`src/rtl/gated_adder_tree.sv`:
```
// gated_adder_tree: pipelined signed pair-add reduction with operand gating and an
// optional accumulator that folds ACC_LEN consecutive tree results into one output word.
module gated_adder_tree #(
  parameter int  IN_W      = 17,
  parameter int  N_IN      = 8,
  parameter int  ACC_LEN   = 1,
  parameter bit  ZERO_IDLE = 1'b1,
  localparam int STG       = $clog2(N_IN),
  localparam int TW        = IN_W + STG,
  localparam int OW        = TW + $clog2(ACC_LEN)
) (
  input  logic                 clk,
  input  logic                 rst_n,
  input  logic                 in_valid,
  input  logic [N_IN*IN_W-1:0] in_data,
  input  logic                 clear,
  output logic signed [OW-1:0] out_data,
  output logic                 out_valid,
  output logic                 busy
);
  localparam int            CW       = (ACC_LEN > 1) ? $clog2(ACC_LEN) : 1;
  localparam logic [CW-1:0] CNT_LAST = CW'(ACC_LEN - 1);

  logic [STG-1:0]       v_q, v_d;
  logic [STG:0]         vin_s;
  logic signed [TW-1:0] tree_s;
  logic signed [OW-1:0] tree_ext_s, sum_acc_s;
  logic signed [OW-1:0] acc_q, acc_d, out_data_q, out_data_d;
  logic [CW-1:0]        cnt_q, cnt_d;
  logic                 out_valid_q, out_valid_d, busy_q, busy_d;

  // vin_s[k] is the valid bit feeding stage k (index 0 is the raw input).
  assign vin_s = {v_q, in_valid};

  for (genvar k = 0; k < STG; k++) begin : g_stg
    localparam int SW = IN_W + k + 1;
    for (genvar j = 0; j < (N_IN >> (k + 1)); j++) begin : g_reg
      logic signed [SW-2:0] a_s, b_s;
      logic signed [SW-1:0] sum_d, sum_q;

      if (k == 0) begin : g_src
        assign a_s = in_data[(2*j)*IN_W +: IN_W];
        assign b_s = in_data[(2*j+1)*IN_W +: IN_W];
      end else begin : g_src
        assign a_s = g_stg[k-1].g_reg[2*j].sum_q;
        assign b_s = g_stg[k-1].g_reg[2*j+1].sum_q;
      end

      // Load only on valid data; otherwise zero or freeze to suppress toggling.
      always_comb begin
        if (!clear && vin_s[k]) begin
          sum_d = {a_s[SW-2], a_s} + {b_s[SW-2], b_s};
        end else if (ZERO_IDLE) begin
          sum_d = {SW{1'b0}};
        end else begin
          sum_d = sum_q;
        end
      end

      // Stage data register.
      always_ff @(posedge clk or negedge rst_n) begin
        if (!rst_n) begin
          sum_q <= {SW{1'b0}};
        end else begin
          sum_q <= sum_d;
        end
      end
    end
  end

  assign tree_s     = g_stg[STG-1].g_reg[0].sum_q;
  assign tree_ext_s = OW'(tree_s);
  assign sum_acc_s  = (cnt_q == {CW{1'b0}}) ? tree_ext_s : acc_q + tree_ext_s;

  // Valid chain, accumulator and output next-state; clear beats any arriving result.
  always_comb begin
    v_d         = v_q;
    cnt_d       = cnt_q;
    acc_d       = acc_q;
    out_valid_d = 1'b0;
    out_data_d  = ZERO_IDLE ? {OW{1'b0}} : out_data_q;
    if (clear) begin
      v_d   = {STG{1'b0}};
      cnt_d = {CW{1'b0}};
      acc_d = {OW{1'b0}};
    end else begin
      v_d = vin_s[STG-1:0];
      if (v_q[STG-1]) begin
        if (cnt_q == CNT_LAST) begin
          out_data_d  = sum_acc_s;
          out_valid_d = 1'b1;
          cnt_d       = {CW{1'b0}};
        end else begin
          acc_d = sum_acc_s;
          cnt_d = cnt_q + CW'(1);
        end
      end else begin
        cnt_d = cnt_q;
      end
    end
    busy_d = (|v_d) | (cnt_d != {CW{1'b0}}) | out_valid_d;
  end

  // Control, accumulator and registered outputs.
  always_ff @(posedge clk or negedge rst_n) begin
    if (!rst_n) begin
      v_q         <= {STG{1'b0}};
      cnt_q       <= {CW{1'b0}};
      acc_q       <= {OW{1'b0}};
      out_data_q  <= {OW{1'b0}};
      out_valid_q <= 1'b0;
      busy_q      <= 1'b0;
    end else begin
      v_q         <= v_d;
      cnt_q       <= cnt_d;
      acc_q       <= acc_d;
      out_data_q  <= out_data_d;
      out_valid_q <= out_valid_d;
      busy_q      <= busy_d;
    end
  end

  assign out_data  = out_data_q;
  assign out_valid = out_valid_q;
  assign busy      = busy_q;
endmodule
```
`config.mk`:
```
export PLATFORM = sky130hd
export DESIGN_NAME = gated_adder_tree
export DESIGN_NICKNAME = d
export VERILOG_FILES = /design/src/rtl/gated_adder_tree.sv
export SDC_FILE = /design/constraint.sdc
export NUM_CORES = 1
export LEC_CHECK = 0
export ABC_AREA = 1
export BUFFER_PORTS_ARGS = -buffer_cell sky130_fd_sc_hd__buf_2
export CAP_MARGIN = 30
export CORE_ASPECT_RATIO = 0.6
export CORE_MARGIN = 5
export CORE_UTILIZATION = 47
export CTS_BUF_LIST = sky130_fd_sc_hd__clkbuf_16
export DETAILED_ROUTE_END_ITERATION = 12
export GPL_TIMING_DRIVEN = 0
export PLACE_DENSITY = 0.68
export SLEW_MARGIN = 0
export SYNTH_ARGS = -nofsm -noshare
export SYNTH_HDL_FRONTEND = slang
export SYNTH_SLANG_ARGS = --single-unit
export TNS_END_PERCENT = 10
```
`constraint.sdc`:
```
create_clock -name clk -period 3.7 [get_ports clk]
set_input_delay 1.11 -clock clk [delete_from_list [all_inputs] [get_ports clk]]
set_output_delay 1.11 -clock clk [all_outputs]
set_load 0.005 [all_outputs]
```
=== Yosys cells after proc, flatten, opt, wreduce, memory -nomap -nowiden ===
Cells that the tools add are included.

* Add/subtract/negate cells: 9
* $mul: 0
* Divide/modulo/power cells: 0
* Magnitude comparators: 0
* Equal/unequal tests: 0
* Shift operators: 0
* Muxes and demuxes: 21
* Bitwise operators: 2
* Reductions and logical operators: 8

{| class="wikitable"
|+ Operators with widths
! cell !! number
|-
| 20-bit two-way mux || 8
|-
| 17-bit by 17-bit adder with 18-bit output || 4
|-
| 18-bit two-way mux || 4
|-
| 18-bit by 18-bit adder with 19-bit output || 2
|-
| 19-bit two-way mux || 2
|-
| 19-bit by 19-bit adder with 20-bit output || 1
|-
| 20-bit adder || 1
|-
| 1-bit two-way mux || 6
|-
| 2-bit nonzero test || 2
|-
| 1-bit logical AND || 3
|-
| 3-bit two-way mux || 1
|-
| 3-bit OR reduction || 1
|-
| 1-bit bitwise OR || 2
|-
| 2-bit AND reduction || 1
|-
| 1-bit adder (second input constant) || 1
|-
| 1-bit logical NOT || 1
|}

* Bits in registers: 176
* Latch bits: 0
* Memory bits (writable): 0
* Bits in read-only memories: 0
* Input port bits: 140
* Output and inout bits: 22
* Word-level logic and storage cells: 53
* Memories: 0

=== Depth between registers and ports, before layout ===
* Word-level depth: 6
* Gate-level depth with buffers: 13
* Gate-level depth less buffers: 13

=== Worst setup path before layout ===
No wires, ideal clock.

* Path kind: in2reg
* Start: in in_data[0]
* End: reg g_stg[0].g_reg[0].sum_q[16]
* Setup time: 0.119 ns
* Arrival: 2.333 ns
* Required time: 3.581 ns
* Slack: 1.248 ns
* Cell stages on the path: 9
* Path buffers: 0
* Cell sequence: ha_1 > inv_1 > fa_1 > o21ai_2 > nand2_1 > nand2_2 > nand2_1 > a21oi_1 > nor2_1

* Word-level cells in the longest chain between the ends: 2

{| class="wikitable"
|+ RTL lines
! element !! RTL line !! RTL
|-
| from (decl) || 15 || <nowiki>input logic [N_IN*IN_W-1:0] in_data,</nowiki>
|-
| 17-bit by 17-bit adder with 18-bit output || 52 || <nowiki>sum_d = {a_s[SW-2], a_s} + {b_s[SW-2], b_s};</nowiki>
|-
| 18-bit two-way mux || 51 || <nowiki>if (!clear && vin_s[k]) begin</nowiki>
|-
| named net g_stg[0].g_reg[0].sum_d[16] || 39 || <nowiki>logic signed [SW-1:0] sum_d, sum_q;</nowiki>
|-
| to (signal assigned) || 63 || <nowiki>sum_q <= {SW{1'b0}};</nowiki>
|-
| to (signal assigned) || 65 || <nowiki>sum_q <= sum_d;</nowiki>
|-
| to (decl) || 39 ||
|}

The timed path passes the listed nets, and every way through them passes these cells.
A chain may end at the register's enable or synchronous reset.

=== Worst setup path in the final report ===
* Start: in clear
* End: reg g_stg[0].g_reg[3].sum_q[3]

* Word-level cells in the longest chain between the ends: 3

{| class="wikitable"
|+ RTL lines
! element !! RTL line !! RTL
|-
| from (decl) || 16 || <nowiki>input logic clear,</nowiki>
|-
| 1-bit logical NOT || 51 ||
|-
| 1-bit logical AND || 51 ||
|-
| 18-bit two-way mux || 51 ||
|-
| named net g_stg[0].g_reg[3].sum_d[3] || 39 ||
|-
| to (signal assigned) || 63 ||
|-
| to (signal assigned) || 65 ||
|-
| to (decl) || 39 ||
|}

The timed path passes the listed nets, and every way through them passes these cells.

==> results.sh <==
export IMPL_die_h_microns=131
export IMPL_p_seq_frac=0.387
export IMPL_multi_input_comb_area_sq_um=6640
export IMPL_cp_top_family="buffers and inverters"
export IMPL_synth_xor_area_frac=0.00385
export IMPL_place_congestion=0.909
export IMPL_stdcell_count=2148
export IMPL_wl_met3_mm=2.60
export IMPL_dr_first_iter_drc_count=1033
export IMPL_min_period_ns=2.63
export IMPL_dieArea_sq_um=27500
export IMPL_start_util=0.474
export IMPL_max_freq_mhz=380
export IMPL_first_global_vias=9968
export IMPL_grt_pass1_wl_mm=51.4
export IMPL_grt_max_degree=91
export IMPL_post_synth_cell_area_avg_sq_um=6.97
export IMPL_cts_tree="yes"
export IMPL_dr_max_layer_used="met4"
export IMPL_finalSetupViolCount=0
export IMPL_syn_area_sq_um=11400
export IMPL_fin_skew_ns=0.0119
export IMPL_drv_cap=0
export IMPL_synth_seq_cells=156
export IMPL_clock_sink_count=156
export IMPL_crit_chain="buf_2, inv_2, nand2_1, inv_2, clkbuf_1, o21ai_0, a21oi_1"
export IMPL_crit_buf_inv=4
export IMPL_drt_wl_total_mm=31.9
export IMPL_rrSetupSlack_ns=1.67
export IMPL_clock_latency_ns=0.43
export IMPL_cts_resized=0
export IMPL_grt_overflow_total=0
export IMPL_portBuffers=161
export IMPL_worst_path_max_delay_cell="clkbuf_1"
export IMPL_hold_violations=0
export IMPL_diodes=0
export IMPL_finalCritPeriodShare=0.712
export IMPL_numCtsBuffers=17
export IMPL_cts_root_buf="clkbuf_16"
export IMPL_final_nets=2083
export IMPL_switching_share=0.316
export IMPL_nFillCells=2372
export IMPL_switchingPower_uw=1480
export IMPL_pin_count=162
export IMPL_rsz0062_at_grt="no"
export IMPL_worst_ep_required_time_ns=4.03
export IMPL_final_common_cell="nand2_1"
export IMPL_clk_path_buf_depth=2
export IMPL_crit_type="primary input to flip-flop"
export IMPL_postLayoutCoreUtil=0.551
export IMPL_synth_mux_area_frac=0
export IMPL_hold_buffers=0
export IMPL_slowest_delay_ns=0.60
export IMPL_powerDensity_nw_per_um2=355
export IMPL_yosys_area_share_simple=0.287
export IMPL_place_inst=2116
export IMPL_syn_nets=1902
export IMPL_avgRoutedWirePerCell_microns=14.9
export IMPL_antenna_found_initial=0
export IMPL_ir_drop_mv=0.348
export IMPL_clkPwrFrac=0.388
export IMPL_dp_hpwl_mm=26.6
export IMPL_wl_met2_mm=11.7
export IMPL_core_sq_um=24000
export IMPL_synth_top_family_by_area="simple AND/OR/NAND/NOR gates"
export IMPL_synth_async_reset_ratio=1.00
export IMPL_dr_pass1_iters=6
export IMPL_clk_pin_slew_worst_paths_ns=0.07
export IMPL_crit_fanout=10
export IMPL_p_int_uw=3210
export IMPL_vias=11000
export IMPL_vias_per_cell=5.13
export IMPL_synthDistinctLibCells=28
export IMPL_grt_usage=0.234
export IMPL_synth_edf_count=0
export IMPL_endpoint_kind="flip-flop"
export IMPL_postCtsSetupRepairBufs=0
export IMPL_die_w_microns=211
export IMPL_synth_fa_ha_area_frac=0.148
export IMPL_synth_compound_area_frac=0.145
export IMPL_startpoint_type="primary input"
export IMPL_area_growth_pct=16.3
export IMPL_ys_warn_count=0
export IMPL_power_leakage_uw=0.00720
export IMPL_seq_area_sq_um=3900
export IMPL_layout_common_cells="nand2_1 (426), nor2_1 (219), a21oi_1 (212), inv_1 (200), buf_2 (163)"
export IMPL_crit_top_cell="inv_2"
export IMPL_placement_rows=44
export IMPL_arrival_ns=2.97
export IMPL_slew_headroom=0.502
export IMPL_ys_seq_area_frac=0.343
export IMPL_worst_pin_slew_ns=0.747
export IMPL_pwr_share_comb=0.225
export IMPL_drive_gt1_frac=0.122
export IMPL_synthCells=1632
export IMPL_detail_route_antenna_nets=0
export IMPL_met1_length_mm=17.5
export IMPL_status="complete, no violations"
export IMPL_h_tree_depth=4
export IMPL_drc=0
export IMPL_min_path_type="flip-flop to flip-flop"
export IMPL_synth_main_ff_cell="dfrtp_1"
export IMPL_slew_violations=0
==> metal layers <==
layer	GRT usage	vias to the layer above
li1	-	5701
met1	0.385	4977
met2	0.313	326
met3	0.0515	20
met4	0.0385	0
met5	0	-
==> registers in the layout, summed over array words and instances (netlist names) <==
register and flops:
busy 1, cnt_q 1, g_stg.g.sum_q 130, out_data 20
out_valid 1, v_q 3
==> power groups by stage <==
| stage | Clock, uW | Sequential [uW] | Combinational (uW) |
|---|---|---|---|
| 2_1_floorplan | 0 | 1820 | 687 |
| 3_3_place_gp | 0 | 1840 | 1020 |
| 3_5_place_dp | 0 | 1840 | 1030 |
| 4_1_cts | 1860 | 1810 | 1040 |
| 5_1_grt | 1930 | 1820 | 1200 |
| 6_report | 1820 | 1810 | 1060 |
==> cell families (layout without fill, tap and decap cells) <==
kind of cell | Yosys count | after routing
buffers and inverters | 218 | 412
AO/OA/AOI/OAI | 323 | 323
flip-flops | 156 | 156
XOR/XNOR | 5 | 5
adder cells (fa/ha/maj) | 130 | 130
AND/OR/NAND/NOR | 800 | 800
==> metrics by stage <==
| stage | setup TNS, ns | hold WS (ns) | area (sq um) | setup slack (ns) | power (uW) |
|---|---|---|---|---|---|
| after floorplan | 0 | 0.418 | 11400 | 1.25 | 2510 |
| after global placement | -98.25 | 0.426 | 12600 | -0.647 | 2870 |
| after detailed placement | 0 | 0.436 | 12600 | 0.684 | 2880 |
| after CTS | 0 | 0.447 | 13200 | 1.13 | 4710 |
| after global routing | 0 | 0.475 | 13200 | 0.978 | 4940 |
| final | 0 | 0.447 | 13200 | 1.07 | 4690 |
==> area by class of cell <==
cell class,instances,area share
buffer,13,0.00492
clock buffer,17,0.0321
clock inverter,15,0.0141
inverter,205,0.0581
multi-input combinational,1258,0.502
sequential,156,0.295
tap,322,0.0304
timing repair buffer,162,0.0634
==> synth_stat cells, types with 8 or more instances <==
master | count | area [sq um]
dfrtp_1 | 156 | 3900
nor3_1 | 18 | 90.1
nor4_1 | 10 | 62.6
o21ai_0 | 97 | 485
nand3b_1 | 11 | 82.6
nand3_1 | 97 | 485
inv_1 | 200 | 751
nor2_1 | 219 | 822
ha_1 | 123 | 1540
a21oi_1 | 212 | 1060
o21ai_2 | 8 | 70.1
nand2_1 | 426 | 1600
==> final timing paths <==
| check | startpoint | endpoint | depth (start not counted) |
|---|---|---|---|
| min | cnt_q$_DFF_PN0_ | out_valid$_DFF_PN0_ | 1 |
| max reg2reg | g_stg[0].g_reg[0].sum_q[0]$_DFF_PN0_ | g_stg[1].g_reg[0].sum_q[12]$_DFF_PN0_ | 13 |
| min in group asynchronous | rst_n | g_stg[0].g_reg[0].sum_q[1]$_DFF_PN0_ | 1 |
| max in group asynchronous | rst_n | g_stg[0].g_reg[3].sum_q[11]$_DFF_PN0_ | 2 |
| max | clear | g_stg[0].g_reg[3].sum_q[3]$_DFF_PN0_ | 7 |
| min reg2reg | cnt_q$_DFF_PN0_ | out_valid$_DFF_PN0_ | 1 |
No activity file was read; power rests on OpenSTA's default activity.
